## src/rtl/fp_addsub_seq_if.sv

```systemverilog
// Handshake bundle for the multi-cycle FP adder: operand side, result side and flags.
// Word layout is {sign, exponent, fraction}, matching the adder's parameters.
interface fp_addsub_seq_if #(
   parameter int EXP_W = 8,
   parameter int MAN_W = 23
);
   localparam int W = 1 + EXP_W + MAN_W;

   logic         in_valid;
   logic         in_ready;
   logic [W-1:0] op_a;
   logic [W-1:0] op_b;
   logic         sub;
   logic         out_valid;
   logic         out_ready;
   logic [W-1:0] result;
   logic         flag_overflow;
   logic         flag_underflow;
   logic         flag_invalid;
   logic         flag_inexact;

   modport master (
      output in_valid, op_a, op_b, sub, out_ready,
      input  in_ready, out_valid, result,
      input  flag_overflow, flag_underflow, flag_invalid, flag_inexact
   );

   modport slave (
      input  in_valid, op_a, op_b, sub, out_ready,
      output in_ready, out_valid, result,
      output flag_overflow, flag_underflow, flag_invalid, flag_inexact
   );
endinterface

```

## src/rtl/fp_addsub_seq.sv

```systemverilog
// Multi-cycle floating-point add/subtract with round-to-nearest-even, flushing denormals.
// One operation in flight: IDLE -> ALIGN -> ADD -> NORM -> ROUND -> DONE.
module fp_addsub_seq #(
   parameter int EXP_W = 8,
   parameter int MAN_W = 23
) (
   input logic           clk,
   input logic           rst,
   fp_addsub_seq_if.slave bus
);
   localparam int W   = 1 + EXP_W + MAN_W;
   localparam int SW  = MAN_W + 4;                 // hidden + fraction + guard/round/sticky
   localparam int LZW = $clog2(SW + 1);
   localparam int EW  = EXP_W + LZW + 2;           // signed working exponent
   localparam logic [EXP_W-1:0] EXP_MAX   = '1;
   localparam logic [EXP_W-1:0] SHIFT_LIM = EXP_W'(MAN_W + 3);
   localparam logic [W-1:0] QNAN = {1'b0, EXP_MAX, 1'b1, {(MAN_W-1){1'b0}}};

   typedef enum logic [2:0] {IDLE, ALIGN, ADD, NORM, ROUND, DONE} state_t;
   state_t state_reg, state_next;

   logic [W-1:0]         a_reg, b_reg;
   logic                 sub_reg;
   logic                 sign_x_reg, eff_sub_reg;
   logic signed [EW-1:0] exp_x_reg;
   logic [SW-1:0]        sig_x_reg, sig_y_reg;
   logic                 spec_reg, spec_inv_reg;
   logic [W-1:0]         spec_val_reg;
   logic [SW:0]          sum_reg;
   logic signed [EW-1:0] exp_n_reg;
   logic [SW-1:0]        sig_n_reg;
   logic                 zero_n_reg, uf_n_reg;
   logic [W-1:0]         result_reg;
   logic                 ov_reg, uf_reg, inv_reg, inx_reg;

   logic in_ready_c, out_valid_c, capture;

   // ---------------- FSM ----------------
   always_ff @(posedge clk or posedge rst) begin
      if (rst) state_reg <= IDLE;
      else     state_reg <= state_next;
   end

   always_comb begin
      state_next = state_reg;
      case (state_reg)
         IDLE:    if (capture) state_next = ALIGN;
         ALIGN:   state_next = ADD;
         ADD:     state_next = NORM;
         NORM:    state_next = ROUND;
         ROUND:   state_next = DONE;
         DONE:    if (bus.out_ready) state_next = IDLE;
         default: state_next = IDLE;
      endcase
   end

   always_comb begin
      in_ready_c  = (state_reg == IDLE) && !rst;
      out_valid_c = (state_reg == DONE);
   end

   assign capture = bus.in_valid && in_ready_c;

   // ---------------- ALIGN: classify, swap, shift ----------------
   logic                 sa, sb, sx_c, sy_c, a_gt;
   logic [EXP_W-1:0]     ea, eb, ex, ey, d;
   logic [MAN_W-1:0]     fa, fb, fx, fy;
   logic                 a_zero, b_zero, a_inf, b_inf, a_nan, b_nan;
   logic [SW-1:0]        y_full, y_shift, sig_x_c, sig_y_c;
   logic                 y_lost;
   logic                 spec_c, spec_inv_c;
   logic [W-1:0]         spec_val_c;

   always_comb begin
      sa     = a_reg[W-1];
      sb     = b_reg[W-1] ^ sub_reg;
      ea     = a_reg[W-2 -: EXP_W];
      eb     = b_reg[W-2 -: EXP_W];
      fa     = a_reg[MAN_W-1:0];
      fb     = b_reg[MAN_W-1:0];
      a_zero = (ea == '0);
      b_zero = (eb == '0);
      a_inf  = (ea == EXP_MAX) && (fa == '0);
      b_inf  = (eb == EXP_MAX) && (fb == '0);
      a_nan  = (ea == EXP_MAX) && (fa != '0);
      b_nan  = (eb == EXP_MAX) && (fb != '0);

      a_gt = a_reg[W-2:0] >= b_reg[W-2:0];
      ex   = a_gt ? ea : eb;
      ey   = a_gt ? eb : ea;
      fx   = a_gt ? fa : fb;
      fy   = a_gt ? fb : fa;
      sx_c = a_gt ? sa : sb;
      sy_c = a_gt ? sb : sa;
      d    = ex - ey;

      sig_x_c = {1'b1, fx, 3'b000};
      y_full  = {1'b1, fy, 3'b000};
      y_shift = y_full >> d;
      y_lost  = |(y_full & ~({SW{1'b1}} << d));
      // Far-apart operands collapse to a lone sticky bit
      if (d >= SHIFT_LIM) sig_y_c = {{(SW-1){1'b0}}, 1'b1};
      else                sig_y_c = {y_shift[SW-1:1], y_shift[0] | y_lost};

      spec_c     = a_zero | b_zero | a_inf | b_inf | a_nan | b_nan;
      spec_inv_c = 1'b0;
      if (a_nan || b_nan || (a_inf && b_inf && (sa != sb))) begin
         spec_val_c = QNAN;
         spec_inv_c = 1'b1;
      end else if (a_inf)            spec_val_c = {sa, a_reg[W-2:0]};
      else if (b_inf)                spec_val_c = {sb, b_reg[W-2:0]};
      else if (a_zero && b_zero)     spec_val_c = {sa & sb, {(W-1){1'b0}}};
      else if (a_zero)               spec_val_c = {sb, b_reg[W-2:0]};
      else                           spec_val_c = a_reg;
   end

   // ---------------- NORM: carry shift or leading-zero shift ----------------
   logic [LZW-1:0]       lz_c;
   logic [SW-1:0]        sig_n_c;
   logic signed [EW-1:0] exp_n_c;
   logic                 zero_n_c, uf_n_c;

   always_comb begin
      lz_c = '0;
      for (int i = 0; i < SW; i++) begin
         if (sum_reg[i]) lz_c = LZW'(SW - 1 - i);
      end
      if (sum_reg[SW]) begin
         sig_n_c = {sum_reg[SW:2], sum_reg[1] | sum_reg[0]};
         exp_n_c = exp_x_reg + EW'(1);
      end else begin
         sig_n_c = sum_reg[SW-1:0] << lz_c;
         exp_n_c = exp_x_reg - $signed({{(EW-LZW){1'b0}}, lz_c});
      end
      zero_n_c = (sum_reg == '0);
      uf_n_c   = !zero_n_c && (exp_n_c <= 0);
   end

   // ---------------- ROUND: nearest-even and final packing ----------------
   logic                 g_c, r_c, s_c, rup_c;
   logic [MAN_W+1:0]     mant_c;
   logic [MAN_W-1:0]     frac_c;
   logic signed [EW-1:0] exp_f_c;
   logic [W-1:0]         res_c;
   logic                 ov_c, uf_c, inv_c, inx_c;

   always_comb begin
      g_c     = sig_n_reg[2];
      r_c     = sig_n_reg[1];
      s_c     = sig_n_reg[0];
      rup_c   = g_c & (r_c | s_c | sig_n_reg[3]);
      mant_c  = {1'b0, sig_n_reg[SW-1:3]} + {{(MAN_W+1){1'b0}}, rup_c};
      frac_c  = mant_c[MAN_W+1] ? mant_c[MAN_W:1] : mant_c[MAN_W-1:0];
      exp_f_c = exp_n_reg + $signed({{(EW-1){1'b0}}, mant_c[MAN_W+1]});

      res_c = '0;
      ov_c  = 1'b0;
      uf_c  = 1'b0;
      inv_c = 1'b0;
      inx_c = 1'b0;
      if (spec_reg) begin
         res_c = spec_val_reg;
         inv_c = spec_inv_reg;
      end else if (zero_n_reg) begin
         res_c = '0;
      end else if (uf_n_reg) begin
         res_c = {sign_x_reg, {(W-1){1'b0}}};
         uf_c  = 1'b1;
         inx_c = 1'b1;
      end else if (exp_f_c >= $signed({{(EW-EXP_W){1'b0}}, EXP_MAX})) begin
         res_c = {sign_x_reg, EXP_MAX, {MAN_W{1'b0}}};
         ov_c  = 1'b1;
         inx_c = 1'b1;
      end else begin
         res_c = {sign_x_reg, exp_f_c[EXP_W-1:0], frac_c};
         inx_c = g_c | r_c | s_c;
      end
   end

   // ---------------- datapath registers ----------------
   always_ff @(posedge clk or posedge rst) begin
      if (rst) begin
         a_reg        <= '0;
         b_reg        <= '0;
         sub_reg      <= 1'b0;
         sign_x_reg   <= 1'b0;
         eff_sub_reg  <= 1'b0;
         exp_x_reg    <= '0;
         sig_x_reg    <= '0;
         sig_y_reg    <= '0;
         spec_reg     <= 1'b0;
         spec_inv_reg <= 1'b0;
         spec_val_reg <= '0;
         sum_reg      <= '0;
         exp_n_reg    <= '0;
         sig_n_reg    <= '0;
         zero_n_reg   <= 1'b0;
         uf_n_reg     <= 1'b0;
         result_reg   <= '0;
         ov_reg       <= 1'b0;
         uf_reg       <= 1'b0;
         inv_reg      <= 1'b0;
         inx_reg      <= 1'b0;
      end else begin
         case (state_reg)
            IDLE: if (capture) begin
               a_reg   <= bus.op_a;
               b_reg   <= bus.op_b;
               sub_reg <= bus.sub;
               ov_reg  <= 1'b0;
               uf_reg  <= 1'b0;
               inv_reg <= 1'b0;
               inx_reg <= 1'b0;
            end
            ALIGN: begin
               sign_x_reg   <= sx_c;
               eff_sub_reg  <= sx_c ^ sy_c;
               exp_x_reg    <= $signed({{(EW-EXP_W){1'b0}}, ex});
               sig_x_reg    <= sig_x_c;
               sig_y_reg    <= sig_y_c;
               spec_reg     <= spec_c;
               spec_inv_reg <= spec_inv_c;
               spec_val_reg <= spec_val_c;
            end
            ADD: begin
               if (eff_sub_reg) sum_reg <= {1'b0, sig_x_reg} - {1'b0, sig_y_reg};
               else             sum_reg <= {1'b0, sig_x_reg} + {1'b0, sig_y_reg};
            end
            NORM: begin
               exp_n_reg  <= exp_n_c;
               sig_n_reg  <= sig_n_c;
               zero_n_reg <= zero_n_c;
               uf_n_reg   <= uf_n_c;
            end
            ROUND: begin
               result_reg <= res_c;
               ov_reg     <= ov_c;
               uf_reg     <= uf_c;
               inv_reg    <= inv_c;
               inx_reg    <= inx_c;
            end
            default: ;
         endcase
      end
   end

   assign bus.in_ready       = in_ready_c;
   assign bus.out_valid      = out_valid_c;
   assign bus.result         = result_reg;
   assign bus.flag_overflow  = ov_reg;
   assign bus.flag_underflow = uf_reg;
   assign bus.flag_invalid   = inv_reg;
   assign bus.flag_inexact   = inx_reg;
endmodule
```

## src/flat_wrapper.sv

```systemverilog
// flat-port wrapper written by rule: the top's interface ports become plain ports
module fp_addsub_seq_flat 
#(
   parameter int EXP_W = 8,
   parameter int MAN_W = 23
)
  (clk, rst, bus_in_valid, bus_op_a, bus_op_b, bus_sub, bus_out_ready, bus_in_ready, bus_out_valid, bus_result, bus_flag_overflow, bus_flag_underflow, bus_flag_invalid, bus_flag_inexact);
  fp_addsub_seq_if #(.EXP_W(EXP_W), .MAN_W(MAN_W)) bus_i ();
  input logic clk;
  input logic rst;
  input wire logic [$bits(bus_i.in_valid)-1:0] bus_in_valid;
  input wire logic [$bits(bus_i.op_a)-1:0] bus_op_a;
  input wire logic [$bits(bus_i.op_b)-1:0] bus_op_b;
  input wire logic [$bits(bus_i.sub)-1:0] bus_sub;
  input wire logic [$bits(bus_i.out_ready)-1:0] bus_out_ready;
  output wire logic [$bits(bus_i.in_ready)-1:0] bus_in_ready;
  output wire logic [$bits(bus_i.out_valid)-1:0] bus_out_valid;
  output wire logic [$bits(bus_i.result)-1:0] bus_result;
  output wire logic [$bits(bus_i.flag_overflow)-1:0] bus_flag_overflow;
  output wire logic [$bits(bus_i.flag_underflow)-1:0] bus_flag_underflow;
  output wire logic [$bits(bus_i.flag_invalid)-1:0] bus_flag_invalid;
  output wire logic [$bits(bus_i.flag_inexact)-1:0] bus_flag_inexact;
  assign bus_i.in_valid = bus_in_valid;
  assign bus_i.op_a = bus_op_a;
  assign bus_i.op_b = bus_op_b;
  assign bus_i.sub = bus_sub;
  assign bus_i.out_ready = bus_out_ready;
  assign bus_in_ready = bus_i.in_ready;
  assign bus_out_valid = bus_i.out_valid;
  assign bus_result = bus_i.result;
  assign bus_flag_overflow = bus_i.flag_overflow;
  assign bus_flag_underflow = bus_i.flag_underflow;
  assign bus_flag_invalid = bus_i.flag_invalid;
  assign bus_flag_inexact = bus_i.flag_inexact;
  fp_addsub_seq #(.EXP_W(EXP_W), .MAN_W(MAN_W)) u_core (.clk(clk), .rst(rst), .bus(bus_i));
endmodule
```

## config.mk

```make
export PLATFORM = sky130hd
export DESIGN_NAME = fp_addsub_seq_flat
export DESIGN_NICKNAME = d
export VERILOG_FILES = /design/src/rtl/fp_addsub_seq_if.sv /design/src/rtl/fp_addsub_seq.sv /design/src/flat_wrapper.sv
export SDC_FILE = /design/constraint.sdc
export NUM_CORES = 1
export LEC_CHECK = 0
export BUFFER_PORTS_ARGS = -buffer_cell sky130_fd_sc_hd__buf_2
export CORE_UTILIZATION = 55
export DETAILED_ROUTE_END_ITERATION = 12
export PLACE_DENSITY_LB_ADDON = 0.1
export RECOVER_POWER = 25
export SYNTH_ARGS = -nofsm -noshare
export SYNTH_HDL_FRONTEND = slang
export SYNTH_SLANG_ARGS = --single-unit
```

## constraint.sdc

```tcl
create_clock -name clk -period 8 [get_ports clk]
set_clock_uncertainty 0.15 [all_clocks]
set_input_delay 1.2 -clock clk [delete_from_list [all_inputs] [get_ports clk]]
set_output_delay 1.2 -clock clk [all_outputs]
set_load 0.01 [all_outputs]
```

# After elaboration in Yosys (flattened, before gate mapping)
# Cells that the tools add are included.
dict set report word_totals {
  reg_bits 271
  wordCells 158
  out_inout_bits 38
  in_bits 69
}
dict set report classes {
  mux 68
  order_cmp 4
  reduce_logical 27
  n_eq_ne 10
  n_addsub 7
  shift 3
  n_bitwise 17
}
# cell count
set ops {}
lappend ops {{$mux W32} 7}
lappend ops {{$mux W5} 27}
lappend ops {{$mux W23} 3}
lappend ops {{$mux W31} 2}
lappend ops {{$mux W27} 2}
lappend ops {{$logic_not A23 Y1} 2}
lappend ops {{$reduce_bool A23 Y1} 2}
lappend ops {{$ge A31 B31 Y1} 1}
lappend ops {{$add A27 B27 Y28} 1}
lappend ops {{$logic_not A28 Y1} 1}
lappend ops {{$mux W28} 1}
lappend ops {{$sub A27 B27 Y28} 1}
lappend ops {{$and A27 B27 Y27} 1}
lappend ops {{$not A27 Y27} 1}
lappend ops {{$reduce_or A27 Y1} 1}
lappend ops {{$shl A27 B5 Y27} 1}
lappend ops {{$shl A27 B8 Y27 const A} 1}
lappend ops {{$shr A27 B8 Y27} 1}
lappend ops {{$add A24 B1 Y25} 1}
lappend ops {{$pmux W3 S6} 1}
lappend ops {{$eq A8 B8 Y1 const B} 2}
lappend ops {{$logic_not A8 Y1} 2}
lappend ops {{$mux W1} 16}
lappend ops {{$mux W8} 2}
lappend ops {{other kinds (25)} 56}

# Longest topological paths before layout
# Gate-level depths: netlist of run 1.
dict set report logic_depth {
  word_depth 31
  depth_mapped 26
  mapped_depth_nobuf 23
}

# Worst setup path before layout of run 1
# Ideal clock, no wire load.
dict set report synth_path {
  path_type {register to register}
  startpoint {register u_core.b_reg[25]}
  endpoint {register u_core.sig_y_reg[0]}
  n_path_buf 6
  required_ns 7.708
  stages_incl_launch_ff 24
  setup_time_ns 0.142
  path_slack_ns 2.135
  period_less_slack_ns 5.865
  arrival_ns 5.573
  cell_sequence {dfrtp_1 -> inv_1 -> ha_1 -> buf_2 -> nand4_2 -> nor4_2 -> a211oi_1 -> o211ai_1 -> or3_1 -> buf_2 -> buf_4 -> buf_2 -> clkbuf_1 -> buf_1 -> mux2i_1 -> ha_1 -> o311a_1 -> o311a_1 -> mux2_4 -> o211ai_4 -> nor3b_4 -> o21ai_1 -> a2111oi_2 -> a32oi_1}
}
dict set report synth_via {
  elab_chain_len 9
  elab_cells_between_ends 13
  classes_between {add/sub (1); order compare (2); shift (2); mux (4); bitwise (3); reduce/logical (1)}
}
# item line_no
set synth_rtl {}
lappend synth_rtl {{start, declared} fp_addsub_seq.sv:22} ;# logic [W-1:0] a_reg, b_reg;
lappend synth_rtl {{start signal, assigned} fp_addsub_seq.sv:208} ;# b_reg <= bus.op_b;
lappend synth_rtl {{$ge A31 B31 Y1} fp_addsub_seq.sv:88} ;# a_gt = a_reg[W-2:0] >= b_reg[W-2:0];
lappend synth_rtl {{$mux W8, on equally long branches} {fp_addsub_seq.sv:89, fp_addsub_seq.sv:90}}
lappend synth_rtl {{$sub A8 B8 Y8} fp_addsub_seq.sv:95} ;# d = ex - ey;
lappend synth_rtl {{$shl A27 B8 Y27} fp_addsub_seq.sv:100} ;# y_lost = |(y_full & ~({SW{1'b1}} << d));
lappend synth_rtl {{$not A27 Y27} fp_addsub_seq.sv:100}
lappend synth_rtl {{$and A27 B27 Y27} fp_addsub_seq.sv:100}
lappend synth_rtl {{$reduce_or A27 Y1} fp_addsub_seq.sv:100}
lappend synth_rtl {{$or A1 B1 Y1} fp_addsub_seq.sv:103} ;# else sig_y_c = {y_shift[SW-1:1], y_shift[0] | y_lost};
lappend synth_rtl {{$mux W27 (*)} fp_addsub_seq.sv:102} ;# if (d >= SHIFT_LIM) sig_y_c = {{(SW-1){1'b0}}, 1'b1};
lappend synth_rtl {{end signal, assigned} fp_addsub_seq.sv:220} ;# sig_y_reg <= sig_y_c;
lappend synth_rtl {{end, declared} fp_addsub_seq.sv:26} ;# logic [SW-1:0] sig_x_reg, sig_y_reg;
# Every way passes the cells marked *; elsewhere a longest branch is shown, timed or not.
# A chain may end at the register's enable or synchronous reset.

# Worst setup path after layout of run 1
# Same ends and word-level chain as after synthesis.

==> results of run 1 <==
## critical path, stage by stage (launching register included)
cell	delay, ns
dfrtp_1	0.50
inv_1	0.12
ha_1	0.58
nand4_2	0.20
nor4_2	0.41
a211oi_1	0.12
o211ai_1	0.25
or3_2	0.24
mux2i_1	0.19
ha_1	0.27
buf_4	0.24
inv_1	0.70
nand2_1	0.29
a221oi_1	0.34
nand2_1	0.08
a32oi_1	0.22
o311ai_0	0.13
a221oi_1	0.25
o2111ai_1	0.15
nor4_1	0.50
a32oi_1	0.17
## cell usage in the layout (no fill, tap or decap), types with 41 or more instances in the layout
master | netlist | final
inv_1 | 109 | 108
and3_1 | 41 | 41
o21ai_0 | 156 | 156
a31oi_1 | 60 | 60
mux2_2 | 79 | 78
ha_1 | 91 | 91
nor3_1 | 41 | 41
dfrtp_1 | 266 | 266
a21oi_1 | 162 | 160
xnor2_1 | 43 | 41
nand2_1 | 290 | 289
nor2_1 | 222 | 221
mux2i_1 | 119 | 119
nand3_1 | 66 | 66
buf_2 | 6 | 104
## cell type report
class                   count  area, sq um
clock buffers              38          862
repair buffers            138          758
multi-input cells        1752        11300
fillers                  2994        12800
well taps                 448          561
flip-flops and latches    266         6660
inverters                 111          418
clock inverters            20          264
## worst min-delay path by stage
stage | to | slack (ns) | cells past startpoint
after floorplan | u_core.sign_x_reg | 0.29 | 2
after global placement | u_core.sign_x_reg | 0.31 | 2
after detailed placement | u_core.bus.result[30] | 0.32 | 2
after CTS | u_core.bus.result[3] | 0.33 | 2
after global routing | u_core.spec_val_reg[16] | 0.35 | 2
final | u_core.bus.result[3] | 0.33 | 2
## cells by family after synthesis
family                     after synthesis
and+or+nand+nor                        782
AOI/OAI and AO/OA                      611
DFF                                    266
buffers and inverters                  242
muxes                                  201
adders and majority gates               93
xor gates and xnor gates                65
## through the flow
| step | std cells | utilization [%] | setup slack (ns) | hold slack, ns |
|---|---|---|---|---|
| CTS | 2773 | 62.1 | 1.81 | 0.335 |
| finish | 2773 | 62.0 | 1.65 | 0.330 |
| detailed placement | 2715 | 58.8 | 1.82 | 0.320 |
| floorplan | 2260 | - | 2.14 | 0.292 |
| global placement | 2715 | 58.8 | 1.93 | 0.309 |
| global route | 2773 | 62.0 | 1.37 | 0.355 |
## per-layer routing
layer	global-route usage [%]	vias to the layer above	wire (microns)
met5	0	-	27
met4	13.3	4	2470
met3	6.02	138	5420
met2	55.2	834	28100
met1	50.2	8484	27200
li1	-	8229	-
==> results_dict.tcl, run 1 <==
set metrics [dict create \
    outcome "complete, but fails checks" \
    violations "capacitance limit, slew limit" \
    fin_tns_setup_ns 0 \
    track_usage_pct 35.7 \
    synth-simple-area-share_pct 18.8 \
    hold_viol_final 0 \
    coreArea_sq_mm 0.0336 \
    via_per_inst 6.38 \
    yosysTopAreaCell "dfrtp_1" \
    cp.arrival_ns 6.58 \
    ioPinCount 107 \
    cts.hold.buffers_added 0 \
    hold_class "flop to flop" \
    die_area_sq_mm 0.0350 \
    max_cap_viol_count 6 \
    rows 67 \
    synth_fa_ha_area_share_pct 6.25 \
    syn_area_sq_mm 0.0189 \
    cts_buffers 31 \
    detail_route.first_pass.iterations 6 \
    ys_top_cells_by_count "290 x nand2_1, 266 x dfrtp_1, 222 x nor2_1" \
    timing.rr.start "u_core.b_reg[25]" \
    ys_seq_elements 266 \
    crit_type "flop to flop" \
    h-tree-depth 1 \
    min_from "u_core.bus.result[3]" \
    hpwl_microns 47000 \
    drive_above_1_share_pct 12.7 \
    start_util_pct 56.1 \
    finalCriticalPeriod_ns 6.35 \
    fp.dieW_microns 187 \
    drt-initial-drc-count 1834 \
    cp.required_ns 8.22 \
    place.gp.congestion 0.986 \
    clkTransAtPathRegs_ns 0.07 \
    setup_viol 0 \
    antenna_found_initial 3 \
    cts.sinks 266 \
    final_nets 2462 \
    dieHeight_microns 187 \
    synth.avg_cell_area_sq_um 8.35 \
    cts_setup_buffers 0 \
    design_area_sq_mm 0.0208 \
    synth_most_common_cell "nand2_1" \
    crit_fanout 24 \
    synthCells 2260 \
    place_area_sq_mm 0.0198 \
    ys_top_cells_by_area "dfrtp_1 35%, mux2i_1 6.3%, ha_1 6.0%" \
    cts_tree "built" \
    async_reset_ff_share_pct 100 \
    worst_pin_slew_ns 4.19 \
    max-slew-margin-rel_pct -179 \
    rr_worst_depth 20 \
    yosys.area.top_type_share_pct 35.3 \
    regToRegEndpoint "u_core.sig_y_reg[0]" \
    seq_area_frac_synth_pct 35.3 \
    grt_start_max_net_pins 166 \
    yosysUniqueCellTypes 79 \
    max_freq_ghz 0.157 \
    cts.repair.resized 0 \
    area_delta_synth_final_pct 10.5 \
    startpoint "u_core.b_reg[25]" \
    grt_pass1_vias 16800 \
    clk_path_buf_depth 3 \
    worstSetupEndpointType "flop" \
    drc 0 \
    yosys_warnings 0 \
    synthFlopType "dfrtp_1" \
    syn_nets 2422 \
    synth-compound-area-share_pct 20.4 \
    drv_slew 313 \
    critPathLaunchType "flop" \
    synth_edf_count 0 \
    vias 17700 \
    overflow 0 \
    synth_top_family_by_area "compound AO/OA/AOI/OAI gates" \
    grt_pass1_wl_microns 98000 \
    root_buffer "clkbuf_16" \
    port_buffers 106 \
    synth_xor_area_share_pct 3.02 \
    grt_setup_unrepaired "no" \
    regToRegSetupSlack_ns 1.65 \
    clock_latency_ns 0.61 \
    n_antenna_cell 0 \
    wl_per_cell_microns 22.8 \
    synthMuxAreaShare_pct 11.4 \
    crit_end "u_core.sig_y_reg[0]" \
    timing.final.crit_share_pct 79.4 \
    antenna_left 0 \
    wirelength_microns 63200 \
]
Power of run 1 is left out: the tool's default activity adds up to more than one toggle a clock period on the data nets, which glitch-free logic cannot reach.
==> inputs of run 2 (changes only) <==
Clock period 8 ns to 5.1 ns, I/O delays scaled along.
==> run 2 against run 1 <==
  * The flow still finishes with violations (capacitance limit, slew limit)
  * Clock-buffer cell count rose by 3
  * Wire length rose by 0.91%
  * Worst hold slack got worse by 0.10 ns
  * Fmax rose by 28%
  * Die area did not move
  * Worst setup slack got worse by 1.5 ns
  * Non-clock buffer count rose by 87
  * Sequential share of layout area fell by 0.92 points
  * Critical endpoint is now u_core.sig_y_reg[5]
  * Largest cell class unchanged
  * Highest routed layer is now met4
==> results_dict.tcl, run 2 (synthesis gave the netlist of run 1 again) <==
set metrics [dict create \
    antenna_found_initial 2 \
    cp.required_ns 5.44 \
    worst_pin_slew_ns 2.45 \
    via_per_inst 6.30 \
    setup_viol 0 \
    rows 67 \
    overflow 0 \
    track_usage_pct 35.9 \
    final_nets 2548 \
    cts_buffers 30 \
    violations "capacitance limit, slew limit" \
    mostFrequentLayoutCell "nand2_1" \
    startpoint "u_core.a_reg[10]" \
    regToRegSetupSlack_ns 0.13 \
    grt_pass1_vias 17000 \
    regToRegEndpoint "u_core.sig_y_reg[5]" \
    fill_cells 2946 \
    multiInputGateArea_sq_mm 0.0114 \
    dieHeight_microns 187 \
    hpwl_microns 47800 \
    crit_type "flop to flop" \
    min_from "bus_out_ready" \
    wl_per_cell_microns 22.3 \
    grt_start_max_net_pins 175 \
    rr_worst_depth 16 \
    vias 18000 \
    detail_route.first_pass.iterations 6 \
    final_core_util_pct 63.9 \
    drc 0 \
    cp.arrival_ns 5.31 \
    cts_tree "built" \
    crit_end "u_core.sig_y_reg[5]" \
    root_buffer "clkbuf_16" \
    max_cap_viol_count 2 \
    grt_setup_unrepaired "no" \
    outcome "complete, but fails checks" \
    cts.sinks 266 \
    clkTransAtPathRegs_ns 0.06 \
    max-slew-margin-rel_pct -63.6 \
    n_antenna_cell 0 \
    timing.final.crit_share_pct 97.4 \
    grt_pass1_wl_microns 97800 \
    ioPinCount 107 \
    drt-initial-drc-count 1629 \
    coreArea_sq_mm 0.0336 \
    area_delta_synth_final_pct 13.8 \
    antenna_left 0 \
    wirelength_microns 63800 \
    fp.dieW_microns 187 \
    worstSetupEndpointType "flop" \
    crit_fanout 5 \
    hold_class "input pin to flop" \
    die_area_sq_mm 0.0350 \
    drive_above_1_share_pct 16.3 \
    register_area_sq_mm 0.00666 \
    critPathLaunchType "flop" \
    finalCriticalPeriod_ns 4.97 \
    drv_slew 268 \
    start_util_pct 56.1 \
    hold_viol_final 0 \
    cts.hold.buffers_added 0 \
    clock_latency_ns 0.60 \
    whs_ns 0.228 \
    clk_path_buf_depth 3 \
    port_buffers 106 \
    timing.rr.start "u_core.a_reg[10]" \
    place.gp.congestion 0.989 \
    h-tree-depth 1 \
    layout_common_cells "287 x nand2_1, 266 x dfrtp_1, 220 x nor2_1" \
    max_freq_ghz 0.201 \
]
run 2: cell type report:
cell class | instances | area share (%)
well taps | 448 | 2.61
clock inverters | 12 | 0.804
flip-flops and latches | 266 | 31.0
repair buffers | 225 | 6.69
clock buffers | 41 | 3.97
multi-input cells | 1752 | 53.0
inverters | 111 | 1.95
run 2: layer usage:
layer	global-route usage (%)	share of wire [%]
met1	49.1	42
met2	56.5	45
met5	0	0
met4	13.7	4.0
met3	6.66	8.4
run 2: per-stage QoR:
step / cell area [sq um] / worst slack, ns / TNS [ns] / std cells
after floorplan: 18900 / -0.0875 / -0.279 / 2260
after global placement: 20400 / 0.219 / 0 / 2801
final: 21500 / 0.132 / 0 / 2855
after CTS: 21500 / 0.157 / 0 / 2854
after global routing: 21500 / 0.00648 / 0 / 2855
after detailed placement: 20400 / 0.183 / 0 / 2801
run 2: repair_timing:
item / in CTS / in global routing
resized for setup: 0 / 6
setup buffers: 0 / 1
endpoints found under the hold margin: 0 / 0
endpoints found under the setup margin: 0 / 18
run 2: critical path: stages, from the launching register on:
cell	delay (ns)
dfrtp_1	0.39
ha_1	0.34
a21oi_1	0.17
o221ai_1	0.13
a221o_1	0.34
and3_4	0.20
or3_4	0.41
mux2i_1	0.15
ha_2	0.21
o311a_1	0.37
o311a_1	0.42
mux2_4	0.33
o211ai_4	0.30
nor3b_4	0.40
nand2_1	0.20
a211o_1	0.27
o221ai_1	0.07
run 2: worst min path at each step:
stage | to | slack, ns | depth (start not counted)
finish | u_core.state_reg[0] | 0.23 | 2
global route | u_core.state_reg[0] | 0.23 | 2
CTS | u_core.state_reg[0] | 0.21 | 2
detailed placement | u_core.bus.result[7] | 0.32 | 2
global placement | u_core.sign_x_reg | 0.31 | 2
floorplan | u_core.sign_x_reg | 0.29 | 2
Power of run 2 is left out for the same reason.
==> inputs of run 3 (changes only) <==
Settings changed: CORE_ASPECT_RATIO from default to 0.5.
==> run 3 against run 2 <==
  * The run still ends with capacitance limit, slew limit left
  * Global-route usage grew 0.060 points
  * Worst setup slack gained 0.057 ns
  * Flip-flop and latch count is the same
  * Highest routed layer is now met5
  * Register-to-register slack gained 0.06 ns
  * Critical path type unchanged
==> results_dict.tcl, run 3 (synthesis gave the netlist of run 1 again) <==
set metrics [dict create \
    max-slew-margin-rel_pct -82.9 \
    grt_pass1_wl_microns 98100 \
    clock_latency_ns 0.57 \
    layout_common_cells "288 x nand2_1, 266 x dfrtp_1, 219 x nor2_1" \
    finalCriticalPeriod_ns 4.91 \
    fin_tns_setup_ns 0 \
    worstSetupEndpointType "flop" \
    crit_type "flop to flop" \
    violations "capacitance limit, slew limit" \
    grt_start_max_net_pins 110 \
    worst_pin_slew_ns 2.74 \
    cts.hold.buffers_added 0 \
    setup_viol 0 \
    fp.dieW_microns 264 \
    cts_buffers 26 \
    start_util_pct 56.5 \
    place.gp.congestion 0.994 \
    die_area_sq_mm 0.0351 \
    wl_per_cell_microns 22.2 \
    area_delta_synth_final_pct 12.8 \
    coreArea_sq_mm 0.0334 \
    root_buffer "clkbuf_16" \
    critPathLaunchType "flop" \
    cts_tree "built" \
    hpwl_microns 48100 \
    clk_path_buf_depth 3 \
    final_nets 2546 \
    ioPinCount 107 \
    max_freq_ghz 0.204 \
    fin_ws_ns 0.189 \
    dieHeight_microns 133 \
    via_per_inst 6.30 \
    post-place-ws_ns 0.199 \
    track_usage_pct 36.0 \
    crit_fanout 7 \
    whs_ns 0.266 \
    antenna_left 0 \
    clkTransAtPathRegs_ns 0.06 \
    timing.final.crit_share_pct 96.3 \
    overflow 0 \
    drv_slew 217 \
    grt_setup_unrepaired "no" \
    hold_viol_final 0 \
    cp.required_ns 5.37 \
    grt_pass1_vias 16300 \
    max_cap_viol_count 2 \
    rr_worst_depth 17 \
    vias 17900 \
    drive_above_1_share_pct 16.0 \
    worstHoldPathCells 2 \
    drt-initial-drc-count 2164 \
    fill_cells 2957 \
    wirelength_microns 63000 \
    cts_setup_buffers 0 \
    detail_route.first_pass.iterations 6 \
    port_buffers 106 \
    h-tree-depth 1 \
    outcome "complete, but fails checks" \
    drc 0 \
    rows 47 \
    hold_class "input pin to flop" \
    antenna_found_initial 3 \
    mostFrequentLayoutCell "nand2_1" \
    cts.sinks 266 \
    cp.arrival_ns 5.18 \
]
==> run 3: routing by layer <==
layer,share of wire [%],GRT usage (%)
met1,47,56.6
met2,41,50.3
met3,10,7.52
met4,1.9,6.65
met5,0.013,0
==> run 3: worst paths after layout <==
check,from,to,slack [ns]
hold reg to reg,u_core.bus.result[30],u_core.bus.result[30],0.33
hold / removal,bus_out_ready,u_core.state_reg[0],0.27
max in group asynchronous,rst,u_core.sig_y_reg[13],2.02
setup / recovery,u_core.b_reg[6],u_core.sig_y_reg[0],0.19
setup reg to reg,u_core.b_reg[6],u_core.sig_y_reg[0],0.19
min in group asynchronous,rst,u_core.state_reg[0],0.34
==> run 3: critical path, cell delays in order (launching register included) <==
cell and delay, ns:
dfrtp_1 0.35, inv_1 0.06, ha_1 0.33, a21oi_1 0.19, a211oi_1 0.10, or2_2 0.30, o21a_1 0.24, or3_4 0.43
mux2i_1 0.14, ha_2 0.22, o311a_1 0.38, o311a_1 0.42, mux2_4 0.32, o211ai_4 0.28, nor3b_4 0.34, o21ai_2 0.12
a2111oi_2 0.24, a32oi_1 0.15
==> run 3: timing repair <==
action | CTS | global route
endpoints found under the setup margin | 0 | 28
gates resized for setup | 0 | 9
hold endpoints to repair | 0 | 0
==> run 3: final cells by class <==
| class | instances | area (sq um) | share of cell area [%] |
|---|---|---|---|
| clock buffer | 38 | 757 | 3.56 |
| inverter | 111 | 418 | 1.96 |
| multi-input combinational | 1752 | 11400 | 53.5 |
| antenna | 1 | 2.50 | 0.0118 |
| sequential | 266 | 6660 | 31.3 |
| clock inverter | 7 | 68.8 | 0.323 |
| tap | 441 | 552 | 2.59 |
| timing repair buffer | 227 | 1440 | 6.77 |
==> run 3: metrics by stage <==
step	cell area [sq um]	std cells	utilization (%)
detailed placement	20400	2797	61.2
global placement	20400	2797	61.2
CTS	21300	2842	63.7
floorplan	18900	2260	-
finish	21300	2843	63.7
global route	21300	2842	63.7
Power of run 3 is left out for the same reason.
